## config.mk

```make
export PLATFORM = sky130hd
export DESIGN_NAME = fec_viterbi_decoder
export DESIGN_NICKNAME = d
export VERILOG_FILES = /design/src/rtl/fec_pkg.sv /design/src/rtl/fec_viterbi_decoder_acs.sv /design/src/rtl/fec_viterbi_decoder.sv
export SDC_FILE = /design/constraint.sdc
export NUM_CORES = 1
export LEC_CHECK = 0
export CORE_UTILIZATION = 35
export DETAILED_ROUTE_END_ITERATION = 10
export HOLD_SLACK_MARGIN = 0.12
export PLACE_DENSITY = 0.51
export SYNTH_ARGS = -nofsm -noshare
export SYNTH_HDL_FRONTEND = slang
export SYNTH_SLANG_ARGS = --single-unit
```

## constraint.sdc

```tcl
create_clock -name clk -period 13.8 [get_ports clk]
set_clock_uncertainty 0.15 [all_clocks]
set_input_delay 2.76 -clock clk [delete_from_list [all_inputs] [get_ports clk]]
set_output_delay 2.76 -clock clk [all_outputs]
set_load 0.02 [all_outputs]
```

## src/rtl/fec_pkg.sv

```systemverilog
`default_nettype none
// ------------------------------------------------------------------------
// fec_pkg : shared definitions for the rate-1/2 K=4 convolutional code (rev 1.0)
// ------------------------------------------------------------------------
package fec_pkg;

  localparam int K          = 4;
  localparam int NUM_STATES = 8;

  localparam logic [3:0] G_UPPER = 4'b1111;
  localparam logic [3:0] G_LOWER = 4'b1011;

  typedef enum logic [2:0] {
    ST_IDLE   = 3'd0,
    ST_ACS    = 3'd1,
    ST_SELECT = 3'd2,
    ST_TRACE  = 3'd3,
    ST_FINISH = 3'd4
  } vit_state_t;

  // Coded pair {upper, lower} emitted when bit b enters an encoder in state s.
  function automatic logic [1:0] expected_pair(input logic [2:0] state, input logic b);
    logic [3:0] taps;
    taps = {b, state};
    return {^(taps & G_UPPER), ^(taps & G_LOWER)};
  endfunction

endpackage
`default_nettype wire

```

## src/rtl/fec_viterbi_decoder_acs.sv

```systemverilog
`default_nettype none
// ------------------------------------------------------------------------
// viterbi_acs : combinational add-compare-select across all 8 trellis states (rev 1.0)
// ------------------------------------------------------------------------
module viterbi_acs
  import fec_pkg::*;
#(
  parameter int METRIC_WIDTH = 8
) (
  input  logic [NUM_STATES-1:0][METRIC_WIDTH-1:0] metric_in,
  input  logic [1:0]                              rx_pair,
  output logic [NUM_STATES-1:0][METRIC_WIDTH-1:0] metric_out,
  output logic [NUM_STATES-1:0]                   decision
);

  genvar n;
  generate
    for (n = 0; n < NUM_STATES; n++) begin : g_state
      // Next state n = {b, s2, s1}: predecessors share s2,s1 = n[1:0], input bit = n[2].
      localparam logic [2:0] PRED0 = 3'((n % 4) * 2);
      localparam logic [2:0] PRED1 = 3'((n % 4) * 2 + 1);
      localparam logic       BIT   = 1'(n / 4);

      logic [1:0]              diff0, diff1;
      logic [METRIC_WIDTH-1:0] cand0, cand1;

      assign diff0 = rx_pair ^ expected_pair(PRED0, BIT);
      assign diff1 = rx_pair ^ expected_pair(PRED1, BIT);

      assign cand0 = metric_in[PRED0]
                   + {{(METRIC_WIDTH-2){1'b0}}, diff0[1] & diff0[0], diff0[1] ^ diff0[0]};
      assign cand1 = metric_in[PRED1]
                   + {{(METRIC_WIDTH-2){1'b0}}, diff1[1] & diff1[0], diff1[1] ^ diff1[0]};

      // Strict compare so ties resolve to the s0=0 predecessor.
      assign decision[n]   = (cand1 < cand0);
      assign metric_out[n] = (cand1 < cand0) ? cand1 : cand0;
    end
  endgenerate

endmodule
`default_nettype wire

```

## src/rtl/fec_viterbi_decoder.sv

```systemverilog
`default_nettype none
// ------------------------------------------------------------------------
// fec_viterbi_decoder : sequential hard-decision Viterbi decoder with traceback (rev 1.0)
// ------------------------------------------------------------------------
module fec_viterbi_decoder
  import fec_pkg::*;
#(
  parameter int DATA_WIDTH   = 48,
  parameter int METRIC_WIDTH = 8
) (
  input  logic                    clk,
  input  logic                    reset_n,
  input  logic                    start,
  input  logic [2*DATA_WIDTH-1:0] fec_in,
  output logic                    busy,
  output logic                    done,
  output logic [DATA_WIDTH-1:0]   data_out,
  output logic [METRIC_WIDTH-1:0] metric_out
);

  localparam int                CNT_W     = (DATA_WIDTH > 1) ? $clog2(DATA_WIDTH) : 1;
  localparam logic [CNT_W-1:0]  LAST_STEP = CNT_W'(DATA_WIDTH - 1);
  localparam logic [METRIC_WIDTH-1:0] METRIC_INIT = {1'b1, {(METRIC_WIDTH-1){1'b0}}};

  vit_state_t state, state_nxt;

  logic [2*DATA_WIDTH-1:0]                frame;
  logic [NUM_STATES-1:0][METRIC_WIDTH-1:0] metrics;
  logic [NUM_STATES-1:0][METRIC_WIDTH-1:0] acs_metrics;
  logic [NUM_STATES-1:0]                  acs_dec;
  logic [NUM_STATES-1:0]                  survivor [DATA_WIDTH];
  logic [CNT_W-1:0]                       step;
  logic [2:0]                             best_state;
  logic [METRIC_WIDTH-1:0]                best_metric;
  logic [METRIC_WIDTH-1:0]                sel_metric;
  logic [2:0]                             trace_state;
  logic [DATA_WIDTH-1:0]                  data_sr;

  viterbi_acs #(
    .METRIC_WIDTH (METRIC_WIDTH)
  ) u_acs (
    .metric_in  (metrics),
    .rx_pair    (frame[2*DATA_WIDTH-1:2*DATA_WIDTH-2]),
    .metric_out (acs_metrics),
    .decision   (acs_dec)
  );

  always_ff @(posedge clk or negedge reset_n) begin
    if (!reset_n) state <= ST_IDLE;
    else          state <= state_nxt;
  end

  always_comb begin
    state_nxt = state;
    case (state)
      ST_IDLE:   if (start) state_nxt = ST_ACS;
      ST_ACS:    if (step == LAST_STEP) state_nxt = ST_SELECT;
      ST_SELECT: state_nxt = ST_TRACE;
      ST_TRACE:  if (step == '0) state_nxt = ST_FINISH;
      ST_FINISH: state_nxt = ST_IDLE;
      default:   state_nxt = ST_IDLE;
    endcase
  end

  // Lowest-index state wins among equal minimum metrics.
  always_comb begin
    best_state  = 3'd0;
    best_metric = metrics[0];
    for (int i = 1; i < NUM_STATES; i++) begin
      if (metrics[i] < best_metric) begin
        best_metric = metrics[i];
        best_state  = 3'(i);
      end
    end
  end

  always_ff @(posedge clk or negedge reset_n) begin
    if (!reset_n) begin
      busy        <= 1'b0;
      done        <= 1'b0;
      data_out    <= '0;
      metric_out  <= '0;
      frame       <= '0;
      metrics     <= '0;
      step        <= '0;
      sel_metric  <= '0;
      trace_state <= '0;
      data_sr     <= '0;
    end else begin
      done <= 1'b0;
      case (state)
        ST_IDLE: begin
          if (start) begin
            frame <= fec_in;
            for (int i = 0; i < NUM_STATES; i++)
              metrics[i] <= (i == 0) ? '0 : METRIC_INIT;
            step <= '0;
            busy <= 1'b1;
          end
        end
        ST_ACS: begin
          metrics <= acs_metrics;
          frame   <= {frame[2*DATA_WIDTH-3:0], 2'b00};
          step    <= step + 1'b1;
        end
        ST_SELECT: begin
          sel_metric  <= best_metric;
          trace_state <= best_state;
          step        <= LAST_STEP;
        end
        ST_TRACE: begin
          // Bits emerge last-first; shifting in at the top lands the first-encoded bit at the MSB.
          data_sr     <= {trace_state[2], data_sr[DATA_WIDTH-1:1]};
          trace_state <= {trace_state[1:0], survivor[step][trace_state]};
          step        <= step - 1'b1;
        end
        ST_FINISH: begin
          data_out   <= data_sr;
          metric_out <= sel_metric;
          done       <= 1'b1;
          busy       <= 1'b0;
        end
        default: ;
      endcase
    end
  end

  always_ff @(posedge clk) begin
    if (state == ST_ACS) survivor[step] <= acs_dec;
  end

endmodule
`default_nettype wire

```

## After elaboration in Yosys (flattened, before gate mapping)

Memories as Yosys holds them, arrays and structs flattened.
Index checks and enable logic that the tools add are counted.
W data, S select, Z words.

| cells by class | value |
|---|---|
| bitwise logic cells | 11 |
| add/sub/neg operators | 18 |
| muxes and demuxes | 40 |
| reduce and logical (&&, ||, !) cells | 10 |
| $lt $le $gt $ge | 16 |
| equality and inequality tests | 8 |

Operator list:

| operator | count |
|---|---|
| $pmux W96 S2 | 1 |
| $add A8 B2 Y8 | 16 |
| $pmux W64 S2 | 1 |
| $lt A8 B8 Y1 | 15 |
| $mux W8 | 15 |
| $mux W96 | 1 |
| $mux W64 | 1 |
| $mux W3 | 9 |
| $pmux W6 S4 | 1 |
| $pmux W3 S4 | 1 |
| $add A6 B1 Y6 const B | 1 |
| $eq A3 B2 Y1 const B | 2 |
| $eq A6 B6 Y1 const B | 1 |
| $logic_not A6 Y1 | 1 |
| $mux W1 | 6 |
| $mux W6 | 1 |
| $ne A2 B2 Y1 const B | 3 |
| $pmux W3 S2 | 1 |
| $reduce_and A2 Y1 | 3 |
| $reduce_bool A2 Y1 | 3 |
| $sub A6 B1 Y6 const B | 1 |
| $and A1 B1 Y1 | 4 |
| $lt A3 B4 Y1 const B | 1 |
| $reduce_bool A4 Y1 | 1 |
| 9 further kinds | 13 |

| word-level totals | value |
|---|---|
| memories | 1 |
| RAM bits | 384 |
| bits in registers | 286 |
| output and inout bits | 58 |
| logic and storage cells | 122 |

Memories:

| memory | depth | bits a word | read ports | clocked after memory_dff | wr ports | RTL line | source |
|---|---|---|---|---|---|---|---|
| survivor | 48 | 8 | 1 | 0 | 1 | fec_viterbi_decoder.sv:31 | `logic [NUM_STATES-1:0] survivor [DATA_WIDTH];` |

## Longest topological paths before layout

| depth | value |
|---|---|
| depth in word-level cells | 15 |
| depth in mapped cells | 71 |
| depth with buffers taken out | 64 |

## Hierarchy

From an unflattened synthesis, not the netlist that was laid out.

| unflattened totals | value |
|---|---|
| cells, all modules | 2717 |
| area total of the unflattened synthesis | 32281.0 um^2 |

Modules (own cells, without submodules):

| module | sequential area each (um^2) | area each (um^2) | times used | cells each |
|---|---|---|---|---|
| fec_viterbi_decoder | 18687.9 | 27891.8 | 1 | 2126 |
| viterbi_acs | 0.0 | 4389.2 | 1 | 591 |

## Worst setup path after synthesis

Ideal clock, no wire load.

| timing | value |
|---|---|
| kind | reg2reg |
| from | register metrics[3] in the netlist's numbering |
| to | register sel_metric[2] |
| data arrival time | 12846 ps |
| period minus slack after synthesis | 13129 ps |
| data required time | 13518 ps |
| library setup time | 132 ps |
| path slack | 671 ps |
| cell stages (with the launch flop) | 65 |
| path through | dfrtp_1 clkbuf_1 inv_1 ha_1 or4_1 a21oi_1 nor3b_1 nor2_1 clkbuf_1 a21oi_1 ha_1 nand2_1 nor2_1 and3_1 nand3_1 nand3_1 clkbuf_1 nor2_1 (+29 left out) nor2_1 o21a_1 nor2_1 or4_4 and3_1 buf_2 mux2_2 ha_1 a21o_1 a21o_1 a21oi_1 nand2_1 nor2_1 a31o_1 buf_6 or2_0 buf_2 o221ai_2 |

| between the ends | value |
|---|---|
| word-level cells in the longest chain between the ends | 14 |

Ends and longest elaborated chain:

| element | RTL line | source |
|---|---|---|
| start, declared | fec_viterbi_decoder.sv:28 | `logic [NUM_STATES-1:0][METRIC_WIDTH-1:0] metrics;` |
| start signal, assigned by index | fec_viterbi_decoder.sv:96 | `metrics[i] <= (i == 0) ? '0 : METRIC_INIT;` |
| start signal, assigned | fec_viterbi_decoder.sv:102 | `metrics <= acs_metrics;` |
| $lt A8 B8 Y1 | fec_viterbi_decoder.sv:70 | `if (metrics[i] < best_metric) begin` |
| $mux W8 * | fec_viterbi_decoder.sv:70 |  |
| $lt A8 B8 Y1 | fec_viterbi_decoder.sv:70 |  |
| $mux W8 * | fec_viterbi_decoder.sv:70 |  |
| $lt A8 B8 Y1 | fec_viterbi_decoder.sv:70 |  |
| $mux W8 * | fec_viterbi_decoder.sv:70 |  |
| $lt A8 B8 Y1 | fec_viterbi_decoder.sv:70 |  |
| $mux W8 * | fec_viterbi_decoder.sv:70 |  |
| $lt A8 B8 Y1 | fec_viterbi_decoder.sv:70 |  |
| $mux W8 * | fec_viterbi_decoder.sv:70 |  |
| $lt A8 B8 Y1 | fec_viterbi_decoder.sv:70 |  |
| $mux W8 * | fec_viterbi_decoder.sv:70 |  |
| $lt A8 B8 Y1 | fec_viterbi_decoder.sv:70 |  |
| $mux W8 * | fec_viterbi_decoder.sv:70 |  |
| end signal, assigned | fec_viterbi_decoder.sv:107 | `sel_metric <= best_metric;` |
| end, declared | fec_viterbi_decoder.sv:35 | `logic [METRIC_WIDTH-1:0] sel_metric;` |

Mark *: on every way between the ends. The rest lies on a longest branch, timed or not.
A chain may end at the register's enable or synchronous reset.

## Worst setup path after layout

Same ends and word-level chain as after synthesis.

==> flow_metrics.env <==
export IMPL_status="finished clean"
export IMPL_vias_per_cell=5.443
export IMPL_drt_first_pass_iters=5
export IMPL_core_area_um2=90010
export IMPL_fin_crit_sh_pct=94.68
export IMPL_drv_slew=0
export IMPL_n_antenna_cell=0
export IMPL_rsz0062_at_grt="false"
export IMPL_clockBufferDepth=3
export IMPL_drc_errors=0
export IMPL_grt_pass1_wl_mm=135.6
export IMPL_worst_setup_path_start_kind="flop"
export IMPL_ys_types=71
export IMPL_syn_area_um2=31820
export IMPL_fmax_ghz=0.07653
export IMPL_ys_warnings_count=0
export IMPL_syn2layout_area_growth_pct=17.94
export IMPL_slowest_delay_ns=0.49
export IMPL_synth_cells=2684
export IMPL_period_needed_ns=13.07
export IMPL_place_congestion=0.8824
export IMPL_antenna_found_initial=2
export IMPL_min_delay_start="sel_metric[1]"
export IMPL_drive_above_1_share_pct=12.13
export IMPL_ctsHoldBuffers=0
export IMPL_grt_max_degree=110
export IMPL_die_y_um=303.5
export IMPL_die_width_um=303.5
export IMPL_ant_nets=0
export IMPL_worstMarginPinSlew_ns=1.131
export IMPL_max_slew_margin_rel_pct=24.34
export IMPL_wl_mm=88.91
export IMPL_final_common_cell="edfxtp_1"
export IMPL_setup_viol=0
export IMPL_grt_usage_pct=19.29
export IMPL_insertion_delay_ns=0.65
export IMPL_critPathSlowestCell="dfrtp_1"
export IMPL_grt_pass1_vias=22040
export IMPL_synth_area_leaders="edfxtp_1 36%, dfrtp_1 22%, ha_1 5.1%, mux2_2 4.6%, nor2_1 4.0%"
export IMPL_std_cell_rows=110
export IMPL_cts_root_buf="clkbuf_16"
export IMPL_final_cell_mix="384 x edfxtp_1, 333 x nor2_1, 282 x dfrtp_1"
export IMPL_cp_arrival_ns=13.42
export IMPL_path_max_fanout=15
export IMPL_cts_sinks=670
export IMPL_yosys_area_top_type="edfxtp_1"
export IMPL_finalHoldViolCount=0
export IMPL_clk_pin_slew_ns=0.06
export IMPL_endpoint_kind="flop"
export IMPL_synth_nets=2929
export IMPL_vias=22020
export IMPL_maxCapViolations=0
export IMPL_whs_endpoint="sel_metric[1]"
export IMPL_drt_iter0_markers=1788
export IMPL_regToRegStartpoint="metrics[3]"
export IMPL_synth_async_reset_ratio_pct=42.69
export IMPL_final_util_pct=41.70
export IMPL_yosys_most_used_dff="edfxtp_1"
export IMPL_yosysSeqAreaShare_pct=58.72
export IMPL_synth_top_cell_area_share_pct=36.23
export IMPL_whs_path_depth=2
export IMPL_dpl_hpwl_mm=57.45
export IMPL_hold_path_class="flop to flop"
export IMPL_syn_avg_cell_area_um2=11.86
export IMPL_start_util_pct=35.36
export IMPL_worst_setup_path_type="flop to flop"
export IMPL_synth_edff_count=384
export IMPL_finalNetCount=3050
export IMPL_cp_common_cell="ha_1"
export IMPL_fillCellCount=8408
export IMPL_avgRoutedWirePerCell_um=21.98
export IMPL_rr_worst_depth=61
export IMPL_die_area_um2=92140
export IMPL_io_buffers=156
export IMPL_grt_overflow=0
export IMPL_cts_tree="yes"
export IMPL_htreeDepth=3
export IMPL_synth_ff_latch_count=670
export IMPL_num_io_pins=157
export IMPL_cp_required_ns=14.15
export IMPL_r2r_slack_ns=0.73
export IMPL_r2r_end="sel_metric[2]"
export IMPL_cts_made_buffers=76
through the flow:
stage | setup WS, ns | setup TNS, ns | cell area [um^2] | hold WS, ns | cells
3_5_place_dp | -0.2084 | -1.366 | 34710 | 0.3356 | 3898
6_report | 0.7339 | 0 | 37530 | 0.3408 | 4045
4_1_cts | 0.02006 | 0 | 37460 | 0.3477 | 4040
5_1_grt | 0.002567 | 0 | 37530 | 0.3677 | 4045
3_3_place_gp | 0.3898 | 0 | 34710 | 0.3271 | 3898
2_1_floorplan | 0.6712 | 0 | 31820 | 0.2944 | 2684
flip-flops by register name, summed over array words and instances, names as in the netlist:
signal,count
frame,96
data_sr,48
trace_state,3
step,6
busy,1
data_out,48
survivor,384
sel_metric,8
metrics,64
done,1
metric_out,8
state,3
how the worst max path moves through the flow:
stage	start	end	slack (ns)	depth (start not counted)
CTS	metrics[1]	sel_metric[2]	0.02	56
finish	metrics[3]	sel_metric[2]	0.73	61
global placement	metrics[1]	sel_metric[2]	0.39	59
global route	metrics[3]	sel_metric[2]	0.003	63
floorplan	metrics[3]	sel_metric[2]	0.67	64
detailed placement	metrics[1]	sel_metric[2]	-0.21	56
worst max-delay path, delay by kind of cell, from the launching register on:
family          cells  cell delay (ns)
buf+inv             5             0.69
compound gates     22             4.38
fa+ha+maj           7             2.10
mux                 4             1.05
simple gates       23             4.08
flops               1             0.49
Yosys cell counts, types with 5 or more instances:
| cell type | n |
|---|---|
| xor2_1 | 29 |
| nand2_1 | 159 |
| buf_1 | 32 |
| a21oi_1 | 122 |
| o21a_1 | 6 |
| xnor2_1 | 73 |
| o22a_1 | 5 |
| mux2_2 | 129 |
| nor3_1 | 17 |
| a22oi_1 | 73 |
| o211ai_1 | 5 |
| inv_1 | 64 |
| a21o_1 | 22 |
| o21ai_0 | 112 |
| ha_1 | 129 |
| or3_1 | 6 |
| nand4_1 | 25 |
| nor2_1 | 337 |
| nand2b_1 | 29 |
| o22ai_1 | 116 |
| a31oi_1 | 32 |
| and2_1 | 13 |
| nand3_1 | 75 |
| fa_1 | 17 |
| edfxtp_1 | 384 |
| nor2b_1 | 34 |
| and3_1 | 8 |
| dfrtp_1 | 286 |
| clkbuf_1 | 127 |
| a221oi_1 | 39 |
| a22o_1 | 57 |
| mux2i_1 | 54 |
final cells by class:
class | count | area (um^2) | share of cell area (%)
Timing Repair Buffer | 205 | 1932 | 5.147
Multi-Input combinational cell | 1787 | 12450 | 33.16
Clock inverter | 53 | 764.5 | 2.037
Clock buffer | 89 | 1981 | 5.277
Sequential cell | 670 | 18690 | 49.80
Inverter | 65 | 244.0 | 0.6501
Tap cell | 1176 | 1471 | 3.920
kinds of logic after synthesis:
logic type	after synthesis	share of synthesized area [%]
fa+ha+maj	149	6.236
mux	187	6.522
buf+inv	227	2.709
xor+xnor	102	2.807
simple gates	727	10.15
flops	670	58.72
compound gates	622	12.85
per-layer routing:
metal	vias up	routed length (um)	global-route usage, %
met5	-	25	0
met4	4	2016	5.321
met3	117	5913	3.784
met2	667	41460	30.57
met1	11070	39500	26.87
li1	10160	-	-
repair_timing:
item | CTS | global route
gates resized for setup | 2 | 15
pin swaps | 0 | 3
setup buffers | 0 | 5
setup endpoints to repair | 8 | 11
endpoints found under the hold margin | 0 | 0
Power is left out: the tool's default activity adds up to more than one toggle a clock period on the data nets, which glitch-free logic cannot reach.
